## config.mk

```make
export PLATFORM = sky130hd
export DESIGN_NAME = uart_tx_arbiter
export DESIGN_NICKNAME = d
export VERILOG_FILES = /design/src/rtl/uart_tx_arb_pkg.sv /design/src/rtl/uart_tx_arb_edge.sv /design/src/rtl/uart_tx_arbiter.sv
export SDC_FILE = /design/constraint.sdc
export NUM_CORES = 1
export LEC_CHECK = 0
export BUFFER_PORTS_ARGS = -buffer_cell sky130_fd_sc_hd__buf_2
export CAP_MARGIN = 10
export CORE_MARGIN = 10
export CORE_UTILIZATION = 45
export CTS_BUF_LIST = sky130_fd_sc_hd__clkbuf_4 sky130_fd_sc_hd__clkbuf_8
export DETAILED_ROUTE_END_ITERATION = 12
export GPL_TIMING_DRIVEN = 0
export PLACE_DENSITY = 0.71
export SYNTH_ARGS = -nofsm -noshare
export SYNTH_HDL_FRONTEND = slang
export SYNTH_SLANG_ARGS = --single-unit
```

## constraint.sdc

```tcl
create_clock -name clk_sys -period 2.2 [get_ports clk_sys]
set_input_delay 0 -clock clk_sys [delete_from_list [all_inputs] [get_ports clk_sys]]
set_output_delay 0 -clock clk_sys [all_outputs]
set_load 0.1 [all_outputs]
```

## src/rtl/uart_tx_arb_pkg.sv

```systemverilog
// Shared types and constants for the UART_TX pin arbiter.
package uart_tx_arb_pkg;

    typedef enum logic [1:0] {
        SRC_NONE = 2'd0,
        SRC_TAPE = 2'd1,
        SRC_MIDI = 2'd2,
        SRC_UART = 2'd3
    } src_id_t;

    typedef enum logic [1:0] {
        IDLE  = 2'd0,
        OWN   = 2'd1,
        FIXED = 2'd2
    } state_t;

    localparam logic TX_IDLE = 1'b1;

    // Source vectors are packed {uart, midi, tape}; id 1..3 maps to bit id-1.
    function automatic logic [2:0] id_mask(input logic [1:0] id);
        logic [2:0] m;
        m = 3'b000;
        if (id != 2'd0) m[id - 2'd1] = 1'b1;
        return m;
    endfunction

    function automatic logic src_level(input logic [2:0] v, input logic [1:0] id);
        logic l;
        l = TX_IDLE;
        if (id != 2'd0) l = v[id - 2'd1];
        return l;
    endfunction

    function automatic src_id_t pick_src(input logic [2:0] e, input logic uart_first);
        src_id_t w;
        w = SRC_NONE;
        if (uart_first) begin
            if (e[2])      w = SRC_UART;
            else if (e[1]) w = SRC_MIDI;
            else if (e[0]) w = SRC_TAPE;
        end else begin
            if (e[0])      w = SRC_TAPE;
            else if (e[1]) w = SRC_MIDI;
            else if (e[2]) w = SRC_UART;
        end
        return w;
    endfunction

endpackage

```

## src/rtl/uart_tx_arb_edge.sv

```systemverilog
// Per-source toggle detector; the first cycle after reset only primes the history.
module uart_tx_arb_edge
    import uart_tx_arb_pkg::*;
(
    input  logic clk_sys,
    input  logic reset_n,
    input  logic src,
    output logic edge_det
);

    logic prev_q, prev_d;
    logic prime_q, prime_d;

    always_comb begin
        prev_d  = src;
        prime_d = 1'b0;
    end

    always_ff @(posedge clk_sys or negedge reset_n) begin
        if (!reset_n) begin
            prev_q  <= TX_IDLE;
            prime_q <= 1'b1;
        end else begin
            prev_q  <= prev_d;
            prime_q <= prime_d;
        end
    end

    assign edge_det = !prime_q && (src != prev_q);

endmodule

```

## src/rtl/uart_tx_arbiter.sv

```systemverilog
// UART_TX pad arbiter: first toggling source owns the pin until quiet for HOLD_TICKS ce ticks.
// Optional collision counter output coll_cnt enabled by UART_TX_ARB_STATUS_EN.
//
// state | meaning
// IDLE  | no owner, tx parked high, waiting for first edge
// OWN   | grant holds owner id, tx follows owner, quiet timer running on ce
// FIXED | cfg_sel forces a source, no timeout
module uart_tx_arbiter
    import uart_tx_arb_pkg::*;
#(
    parameter int HOLD_W          = 22,
    parameter int HOLD_TICKS      = 2800000,
    parameter bit PRIO_UART_FIRST = 1'b1
) (
    input  logic       clk_sys,
    input  logic       reset_n,
    input  logic       ce,
    input  logic       src_tape,
    input  logic       src_midi,
    input  logic       src_uart,
    input  logic [1:0] cfg_sel,
    output logic       tx,
    output logic [1:0] grant,
    output logic       busy
`ifdef UART_TX_ARB_STATUS_EN
    ,
    output logic [7:0] coll_cnt
`endif
);

    localparam logic [HOLD_W-1:0] HOLD_LAST = HOLD_W'(HOLD_TICKS - 1);

    logic [2:0]        src_v;
    logic [2:0]        edge_v;
    state_t            state_q, state_d;
    src_id_t           grant_q, grant_d;
    logic              tx_q, tx_d;
    logic              busy_q, busy_d;
    logic [HOLD_W-1:0] cnt_q, cnt_d;
    src_id_t           win;
    logic [2:0]        owner_mask;
    logic              owner_edge;

    assign src_v = {src_uart, src_midi, src_tape};

    uart_tx_arb_edge u_edge_tape (.clk_sys(clk_sys), .reset_n(reset_n), .src(src_tape), .edge_det(edge_v[0]));
    uart_tx_arb_edge u_edge_midi (.clk_sys(clk_sys), .reset_n(reset_n), .src(src_midi), .edge_det(edge_v[1]));
    uart_tx_arb_edge u_edge_uart (.clk_sys(clk_sys), .reset_n(reset_n), .src(src_uart), .edge_det(edge_v[2]));

    always_comb begin
        win        = pick_src(edge_v, PRIO_UART_FIRST);
        owner_mask = id_mask(grant_q);
        owner_edge = |(edge_v & owner_mask);

        state_d = state_q;
        grant_d = grant_q;
        tx_d    = tx_q;
        cnt_d   = cnt_q;

        // A non-zero select overrides everything; edges seen this cycle are dropped.
        if (cfg_sel != 2'd0) begin
            state_d = FIXED;
            grant_d = src_id_t'(cfg_sel);
            tx_d    = src_level(src_v, cfg_sel);
            cnt_d   = '0;
        end else begin
            case (state_q)
                IDLE: begin
                    grant_d = SRC_NONE;
                    tx_d    = TX_IDLE;
                    if (|edge_v) begin
                        state_d = OWN;
                        grant_d = win;
                        tx_d    = src_level(src_v, win);
                        cnt_d   = '0;
                    end
                end
                OWN: begin
                    tx_d = src_level(src_v, grant_q);
                    if (owner_edge) begin
                        cnt_d = '0;
                    end else if (ce) begin
                        if (cnt_q == HOLD_LAST) begin
                            state_d = IDLE;
                            grant_d = SRC_NONE;
                            tx_d    = TX_IDLE;
                            cnt_d   = '0;
                        end else begin
                            cnt_d = cnt_q + 1'b1;
                        end
                    end
                end
                default: begin
                    state_d = IDLE;
                    grant_d = SRC_NONE;
                    tx_d    = TX_IDLE;
                    cnt_d   = '0;
                end
            endcase
        end

        busy_d = (grant_d != SRC_NONE);
    end

    always_ff @(posedge clk_sys or negedge reset_n) begin
        if (!reset_n) begin
            state_q <= IDLE;
            grant_q <= SRC_NONE;
            tx_q    <= TX_IDLE;
            busy_q  <= 1'b0;
            cnt_q   <= '0;
        end else begin
            state_q <= state_d;
            grant_q <= grant_d;
            tx_q    <= tx_d;
            busy_q  <= busy_d;
            cnt_q   <= cnt_d;
        end
    end

    assign tx    = tx_q;
    assign grant = grant_q;
    assign busy  = busy_q;

`ifdef UART_TX_ARB_STATUS_EN
    logic [7:0] coll_q, coll_d;
    logic       coll_hit;

    always_comb begin
        coll_hit = 1'b0;
        if (state_q == OWN)       coll_hit = |(edge_v & ~owner_mask);
        else if (state_q == IDLE) coll_hit = |(edge_v & ~id_mask(win));

        coll_d = coll_q;
        if (cfg_sel != 2'd0)                  coll_d = 8'd0;
        else if (coll_hit && coll_q != 8'hFF) coll_d = coll_q + 8'd1;
    end

    always_ff @(posedge clk_sys or negedge reset_n) begin
        if (!reset_n) coll_q <= 8'd0;
        else          coll_q <= coll_d;
    end

    assign coll_cnt = coll_q;
`endif

endmodule

```

==> results of run 1 <==
==> worst reg2reg max path, cell delays in order (launching register included) <==
cell and delay (ns):
dfstp_2 0.54, xor2_2 0.23, a21oi_2 0.14, nor2_2 0.16, buf_4 0.13, mux2_2 0.33, a2111oi_1 0.41, a211oi_1 0.12
==> area by class of cell <==
cell class / instances / area [sq um]
buffer: 9 / 68.8
clock buffer: 6 / 76.3
clock inverter: 2 / 35.0
fill: 352 / 1690
inverter: 13 / 48.8
multi-input combinational: 149 / 1100
sequential: 32 / 812
tap: 50 / 62.6
timing repair buffer: 22 / 160
==> routing by layer <==
metal | GRT usage | vias to the layer above
met5 | 0 | -
met4 | 0.0329 | 0
met3 | 0.0363 | 4
met2 | 0.176 | 37
met1 | 0.147 | 704
li1 | - | 770
==> flip-flops by register name, indices dropped and copies added, names as in the netlist <==
name and cells:
u_edge_midi.prev_q 1, state_q 2, cnt_q 22, u_edge_uart.prev_q 1
grant 2, busy 1, u_edge_uart.prime_q 1, u_edge_tape.prev_q 1
tx 1
==> power groups by stage <==
| stage | Clock [W] | Sequential, W | Combinational, W |
|---|---|---|---|
| floorplan | 0 | 0.000673 | 0.0000783 |
| global placement | 0 | 0.000627 | 0.000171 |
| detailed placement | 0 | 0.000628 | 0.000174 |
| CTS | 0.000569 | 0.000618 | 0.000194 |
| global route | 0.000600 | 0.000620 | 0.000240 |
| finish | 0.000555 | 0.000619 | 0.000221 |
==> cell families (layout without fill, tap and decap cells) <==
kind of cell,count (synthesis),after routing,share of synthesized area
XOR/XNOR,22,22,0.105
flip-flops,32,32,0.422
multiplexers,4,4,0.0223
buffers and inverters,22,52,0.0491
adder cells (fa/ha/maj),7,7,0.0458
AND/OR/NAND/NOR,77,77,0.206
AO/OA/AOI/OAI,38,38,0.147
other,1,1,0.00196
==> layout by cell type (no fill, tap or decap), drive strengths merged, types with 3 or more instances in the layout <==
cell type / instances
dfstp: 5
a311oi: 3
nand4: 6
a211oi: 9
dfrtp: 27
a21oi: 13
dlygate4sd3: 4
ha: 7
nand2: 8
clkbuf: 10
a2111oi: 3
inv: 13
nor2: 32
buf: 23
o21ai: 4
nand3: 11
xnor2: 20
==> path summary, 6_finish.rpt <==
path / to / slack, ns / cells past startpoint
worst min register to register: cnt_q[5] / 0.55 / 2
min in group asynchronous: cnt_q[14] / 0.30 / 2
worst max-delay path: tx / 0.04 / 7
worst max register to register: tx / 0.04 / 7
max in group asynchronous: grant[0] / 1.38 / 2
worst min-delay path: busy / 0.03 / 3
==> repair_timing <==
| action | in CTS | in global routing |
|---|---|---|
| setup buffers | 3 | 4 |
| pin swaps | 3 | 7 |
| endpoints found under the setup margin | 24 | 25 |
| resized for setup | 8 | 20 |
| hold buffers | 4 | 0 |
| endpoints found under the hold margin | 30 | 0 |
==> stage by stage <==
stage / instance area, sq um / hold slack (ns) / setup WS, ns
finish: 2370 / 0.0287 / 0.0439
CTS: 2250 / 0.0248 / 0.00392
global route: 2370 / 0.0299 / -0.0364
floorplan: 1920 / -0.296 / 0.0508
global placement: 2030 / 0.0832 / -0.196
detailed placement: 2030 / 0.0903 / -0.196
==> impl_results.md, run 1 <==
* Status: complete, no violations
* FF+latch count, synth at 32
* Top routing layer in use: met4
* Wl on met1 at 1970 um
* CTS tree: built
* TritonCTS Sinks at 32
* Starting Density at 0.471
* Rows at 23
* Synthesized instance count at 203
* Total chip power at between 0.001 and 0.0015 W
* Maxcap violations at 0
* Switch share at 0.260
* CTS H-tree depth at 2
* Final core utilization at 0.583
* Syn Area/Cell at roughly 9.4 sq um
* WL final at just over 4000 um
* Cell count after placement at 264
* Drt wl/cell at 14.5 um
* Layout net count at 247
* Syn_nets at ~220
* Fmax at roughly 460 MHz
* Clock buffer count from CTS at 5
* I/O Pins at 12
* Top FF cell, synth: dfrtp_1
* Deepest clock path buffer count at 2
* Top cell type by total area after synthesis: dfrtp_1
* RSZ-0062 raised after global routing: yes
* EDFF count, synth at 0
* Yosys Warn Count at 0
* Final hold viol count at 0
* Initial antenna violation count at 0
* Area growth syn-to-layout at 23.8%
* Comb pwr share at 0.159
* Final worst path period share at 0.980
* Vias at 1515
* Vias in the first global route at around 1500
* Net Switching at ~0.00036 W
* Synth top area share at 0.354
* ANT cells at 0
* HPWL Detailed at 2760 um
* TritonRoute pass-1 iters at 4
* Max incr delay on CP at 0.54 ns
* Seq pwr share at 0.444
* Post-synthesis sequential area ratio at 0.422
* Synth top cells by count: nor2_1, dfrtp_1, xnor2_1
* Die ar. at 7250 sq um
* Setup violations, final at 0
* Initial DRC count at 156
* Worst Hold Launch: cfg_sel[0]
* Gpl congestion at 0.830
* Crit end category: register
* Layout cells sized above 1 at 0.253
* Critical path class: register to register
* Async SR Flop Fraction at 1.00
* Final Non-Filler Cells at 283
* Worst vdd ir at 0.329 mV
* Hold WC Path Type: input port to register
* CP cell instances: xor2_2 > a21oi_2 > nor2_2 > buf_4 > mux2_2 > a2111oi_1 > a211oi_1
* Max Slew Vio Count at 0
* Critical path origin: u_edge_tape.prev_q
* Clk pin slew, worst setup/hold paths at 0.06 ns
* CP max-delay cell: dfstp_2
* Crit path DAT at 2.33 ns
* Met2 wire len at around 1900 um
* CP required at 2.38 ns
* Worst slew margin at 0.540
* Routed wl met3 at 198 um
* Reg2reg start: u_edge_tape.prev_q
* Count leader, synth: nor2_1
* Max FO, Critical Path at 3
* Clock Power Share at 0.398
* Leakage power at 0.916 nW
* PwrDens at ~590 nW/um^2
* Yosys cell types at 46
* DRC Markers at 0
* Startpoint types: register
* Largest net degree at the start of global routing at 33
* Clk root buf: clkbuf_8
* Fin crit period at 2.16 ns
* WP buf/inv at 1
* Slew @ Worst Pin at 0.690 ns
* Core footprint at 4060 sq um
* Worst Skew at a little over 0.01 ns
* Synthesized area at 1910 sq um
* CP delay by family, top: compound AO/OA/AOI/OAI gates
* Antenna Nets Post-Route at 0
* Global-route wire length before repair at 6950 um
* Total GRT Usage at 0.113
* Synth top area cells: dfrtp_1, xnor2_1, dfstp_2
* Setup_tns at 0 ns
* Die X at 85.2 um
* Internal power at between 0.001 and 0.0015 W
* Vias per Instance at about 5.4
* Port bufs at 11
* Clock latency on the worst-skew pair at 0.28 ns
* Gr ovfl total at 0
* Height of the die at 85.2 um
No activity file was read; power rests on OpenSTA's default activity.
==> run 2: changes to the inputs <==
- PLACE_DENSITY: 0.71 -> 0.67
==> impl_results.md, run 2 (synthesis results as in run 1) <==
* TritonRoute pass-1 iters at 4
* Clk pin slew, worst setup/hold paths at ~0.06 ns
* WL final at 4350 um
* Deepest clock path buffer count at 2
* Die ar. at around 7300 sq um
* Slew @ Worst Pin at roughly 0.68 ns
* CTS H-tree depth at 2
* Most common cell after layout, fill and taps aside: nor2_1
* Multi-input gate area at 1110 sq um
* Comb pwr share at 0.167
* Net Switching at 0.000363 W
* Internal power at 0.000963 W
* Global-route wire length before repair at between 6000 and 7000 um
* Commonest cells after routing, fill and taps aside: nor2_1, dfrtp_1, xnor2_1, inv_1, buf_2
* Startpoint types: register
* Clock Power Share at 0.365
* CP required at 2.38 ns
* Worst vdd ir at approximately 0.36 mV
* Hold WC Path Type: input port to register
* Top reg by flops: cnt_q
* RSZ-0062 raised after global routing: yes
* Setup_tns at -0.0181 ns
* FF/Latch Area at slightly above 800 sq um
* Fin crit period at 2.22 ns
* Gr ovfl total at 0
* ANT cells at 0
* Clk root buf: clkbuf_8
* Gpl congestion at 0.835
* Largest net degree at the start of global routing at 33
* Worst slack at placement at -0.218 ns
* Crit path DAT at 2.40 ns
* Area growth syn-to-layout at 23.2%
* Antenna Nets Post-Route at 0
* I/O Pins at 12
* Critical path class: register to register
* Status: finished, violations left
* Initial DRC count at 86
* Switch share at 0.274
* Filler cells at 344
* Max FO, Critical Path at 4
* TritonCTS Sinks at 32
* Vias in the first global route at 1449
* Worst slew margin at 0.544
* Setup violations, final at 1
* Leakage power at around 0.91 nW
* Max Slew Vio Count at 0
* Drt wl/cell at 15.4 um
* Seq pwr share at 0.468
* Starting Density at 0.471
* Port bufs at 11
* CTS tree: built
* Final worst setup slack at -0.0181 ns
* Failing checks: negative setup slack
* Total GRT Usage at 0.115
* PwrDens at between 500 and 600 nW/um^2
* Final hold viol count at 0
* Vias at between 1500 and 2000
* Cell count after placement at approximately 260
* Final Non-Filler Cells at approximately 280
* Clock latency on the worst-skew pair at ~0.28 ns
* Die X at 85.2 um
* Core footprint at 4060 sq um
* Layout cells sized above 1 at 0.245
* DRC Markers at 0
* Vias per Instance at between 5 and 6
* Maxcap violations at 0
* Rows at 23
* Crit end category: register
* Fmax at about 450 MHz
* Height of the die at approximately 85 um
* Clock buffer count from CTS at 5
* Initial antenna violation count at 0
* HPWL Detailed at approximately 2800 um
* Worst Skew at 0.00735 ns
* Max reg flops at 22
* Final worst path period share at 1.01
* Layout net count at approximately 250
-- run 2: cell count changes in the layout (fill, tap and decap cells not counted), sizes merged --
cell	change
clkbuf	+1
clkinv	-1
bufinv	-1
buf	+1
-- run 2: layout make-up --
class / instances / area share
Buffer: 9 / 0.0250
Clock buffer: 8 / 0.0414
Inverter: 13 / 0.0207
Multi-Input combinational cell: 149 / 0.472
Sequential cell: 32 / 0.345
Tap cell: 50 / 0.0266
Timing Repair Buffer: 22 / 0.0696
-- run 2: worst max-delay path, stage by stage (launching register included) --
cell,delay (ns)
dfstp_2,0.57
xor2_4,0.21
nor2b_1,0.07
nor2_1,0.17
inv_1,0.07
ha_1,0.33
nor4b_2,0.28
a2111oi_0,0.11
a211oi_1,0.30
-- run 2: what timing repair did --
item / CTS / global route
setup endpoints to repair: 24 / 24
setup buffers: 2 / 5
resized for setup: 7 / 20
pin swaps: 1 / 8
endpoints found under the hold margin: 30 / 0
hold buffers: 4 / 0
-- run 2: routing by layer --
metal | GRT usage | wire [um] | part of all wire | vias up
li1 | - | - | - | 770
met1 | 0.150 | 2020 | 0.46 | 765
met2 | 0.178 | 2110 | 0.49 | 26
met3 | 0.0325 | 159 | 0.037 | 8
met4 | 0.0359 | 57 | 0.013 | 0
met5 | 0 | 0 | 0 | -
-- run 2: power by group through the flow --
stage,combinational (W),clock [W],sequential [W]
after floorplan,0.0000783,0,0.000673
final,0.000221,0.000484,0.000621
after global routing,0.000235,0.000523,0.000623
after global placement,0.000172,0,0.000627
after CTS,0.000187,0.000492,0.000618
after detailed placement,0.000174,0,0.000628
-- run 2: worst paths after layout --
kind | cells after the start | endpoint | slack [ns] | startpoint
min | 3 | busy | 0.03 | cfg_sel[0]
max in group asynchronous | 2 | grant[0] | 1.40 | reset_n
min reg2reg | 2 | cnt_q[5] | 0.55 | cnt_q[5]
min in group asynchronous | 2 | cnt_q[16] | 0.29 | reset_n
max | 8 | tx | -0.02 | u_edge_uart.prev_q
max reg2reg | 8 | tx | -0.02 | u_edge_uart.prev_q
-- run 2: through the flow --
stage               power (W)   util  hold WS [ns]  cell area (sq um)
finish                0.00133  0.580        0.0264               2350
global route          0.00138  0.580        0.0287               2350
CTS                   0.00130  0.548        0.0222               2220
detailed placement   0.000802  0.501        0.0872               2030
global placement     0.000799  0.501        0.0847               2030
floorplan            0.000752      -        -0.296               1920
==> run 3: changes to the inputs <==
- SETUP_SLACK_MARGIN: not set -> 0.1
==> impl_results.md, run 3 (synthesis results as in run 1) <==
* Worst slack at placement at -0.228 ns
* Final hold viol count at 0
* Leakage power at 0.981 nW
* WL final at 4540 um
* Largest net degree at the start of global routing at 33
* CTS tree: built
* Max reg flops at 22
* Worst vdd ir at 0.337 mV
* Clock latency on the worst-skew pair at 0.29 ns
* WHS Path Cells at 3
* Deepest clock path buffer count at 2
* Clk root buf: clkbuf_8
* Antenna Nets Post-Route at 0
* Clk pin slew, worst setup/hold paths at 0.07 ns
* I/O Pins at 12
* Top reg by flops: cnt_q
* CTS H-tree depth at 2
* Layout cells sized above 1 at 0.344
* DRC Markers at 0
* Cell count after placement at 264
* Initial antenna violation count at 0
* Vias at 1624
* Max Slew Vio Count at 0
* Port bufs at 11
* Drt wl/cell at 15.4 um
* Vias per Instance at 5.52
* Hold WC Path Type: input port to register
* Critical path origin: u_edge_uart.prev_q
* Worst Skew at 0.00957 ns
* Startpoint types: register
* Final core utilization at 0.631
* Total GRT Usage at 0.118
* Fin crit period at 2.10 ns
* Worst Hold Launch: cfg_sel[0]
* Gr ovfl total at 0
* Die ar. at approximately 7300 sq um
* ANT cells at 0
* Seq pwr share at 0.458
* HPWL Detailed at 2930 um
* Slack of the worst reg-to-reg path at 0.10 ns
* Internal power at roughly 0.00098 W
* Commonest cells after routing, fill and taps aside: nor2_1, dfrtp_1, xnor2_1, buf_4, buf_2
* Core footprint at 4060 sq um
* Setup_tns at 0 ns
* PwrDens at 530 nW/um^2
* Hold endpoint: busy
* Critical path class: register to register
* CP required at about 2.4 ns
* Initial DRC count at 76
* Most common cell after layout, fill and taps aside: nor2_1
* Reg2reg start: u_edge_uart.prev_q
* TritonCTS Sinks at 32
* Die X at between 80 and 90 um
* Crit end category: register
* Final worst setup slack at 0.102 ns
* TritonRoute pass-1 iters at 4
* Gpl congestion at 0.831
* Area growth syn-to-layout at 33.9%
* Reg2reg path depth at 8
* Rows at 23
* Final worst path period share at 0.954
* Max FO, Critical Path at 10
* Global-route wire length before repair at 7130 um
* Maxcap violations at 0
* Height of the die at around 85 um
* Starting Density at 0.471
* Slew @ Worst Pin at about 0.7 ns
* Final Non-Filler Cells at 294
* Layout net count at between 200 and 300
* Worst slew margin at 0.529
* Status: complete, no violations
* Switch share at 0.278
* Comb pwr share at 0.180
* Fmax at 477 MHz
* Worst r2r dst: cnt_q[5]
* Vias in the first global route at 1552
* Clock Power Share at 0.362
* Clock buffer count from CTS at 5
* Crit path DAT at 2.28 ns
* Worst hold slack at about 0.034 ns
* RSZ-0062 raised after global routing: yes
* Setup violations, final at 0
* Net Switching at ~0.00038 W
[run 3: cell count changes in the layout (fill, tap and decap cells not counted), sizes merged]
cell / change
buf: +12
clkbuf: -1
[run 3: worst max path at each step]
stage                      endpoint  slack, ns  cells after the start
after CTS                 cnt_q[13]       0.09                      8
after global routing             tx      -0.02                      8
after detailed placement  cnt_q[13]      -0.23                      9
after global placement     cnt_q[9]      -0.22                      9
final                      cnt_q[5]       0.10                      8
after floorplan            grant[0]       0.15                      6
[run 3: repair_timing]
item	4_1_cts	5_1_grt
setup endpoints to repair	26	25
setup buffers	8	8
resized for setup	12	33
cloned	0	2
hold endpoints to repair	30	0
pin swaps	8	10
hold buffers	4	0
[run 3: cell type report]
class	count	area, sq um
inverters	13	51.3
well taps	50	62.6
multi-input cells	149	1210
flip-flops and latches	32	815
clock buffers	8	97.6
repair buffers	33	243
plain buffers	9	82.6
fillers	311	1500
[run 3: layer usage]
metal	global-route usage	vias to the layer above	wire [um]
met4	0.0389	0	48
met1	0.145	796	2180
met2	0.194	29	2150
met3	0.0325	6	159
met5	0	-	0
li1	-	793	-
[run 3: per-stage QoR]
stage	power [W]	area [sq um]
after floorplan	0.000765	1980
after global placement	0.000812	2100
after detailed placement	0.000816	2100
after CTS	0.00133	2350
after global routing	0.00141	2560
final	0.00136	2560
[run 3: critical path: stages, from the launching register on]
cell	delay (ns)
dfstp_2	0.57
xor2_4	0.10
buf_6	0.12
and3_4	0.17
a311oi_4	0.42
buf_4	0.28
a211oi_1	0.11
xnor2_1	0.17
nor2_1	0.05
[run 3: power groups by stage]
stage	registers, W	clock network, W	logic, W
finish	0.000621	0.000491	0.000245
global route	0.000623	0.000525	0.000263
global placement	0.000628	0	0.000184
floorplan	0.000676	0	0.0000892
CTS	0.000619	0.000498	0.000215
detailed placement	0.000628	0	0.000187
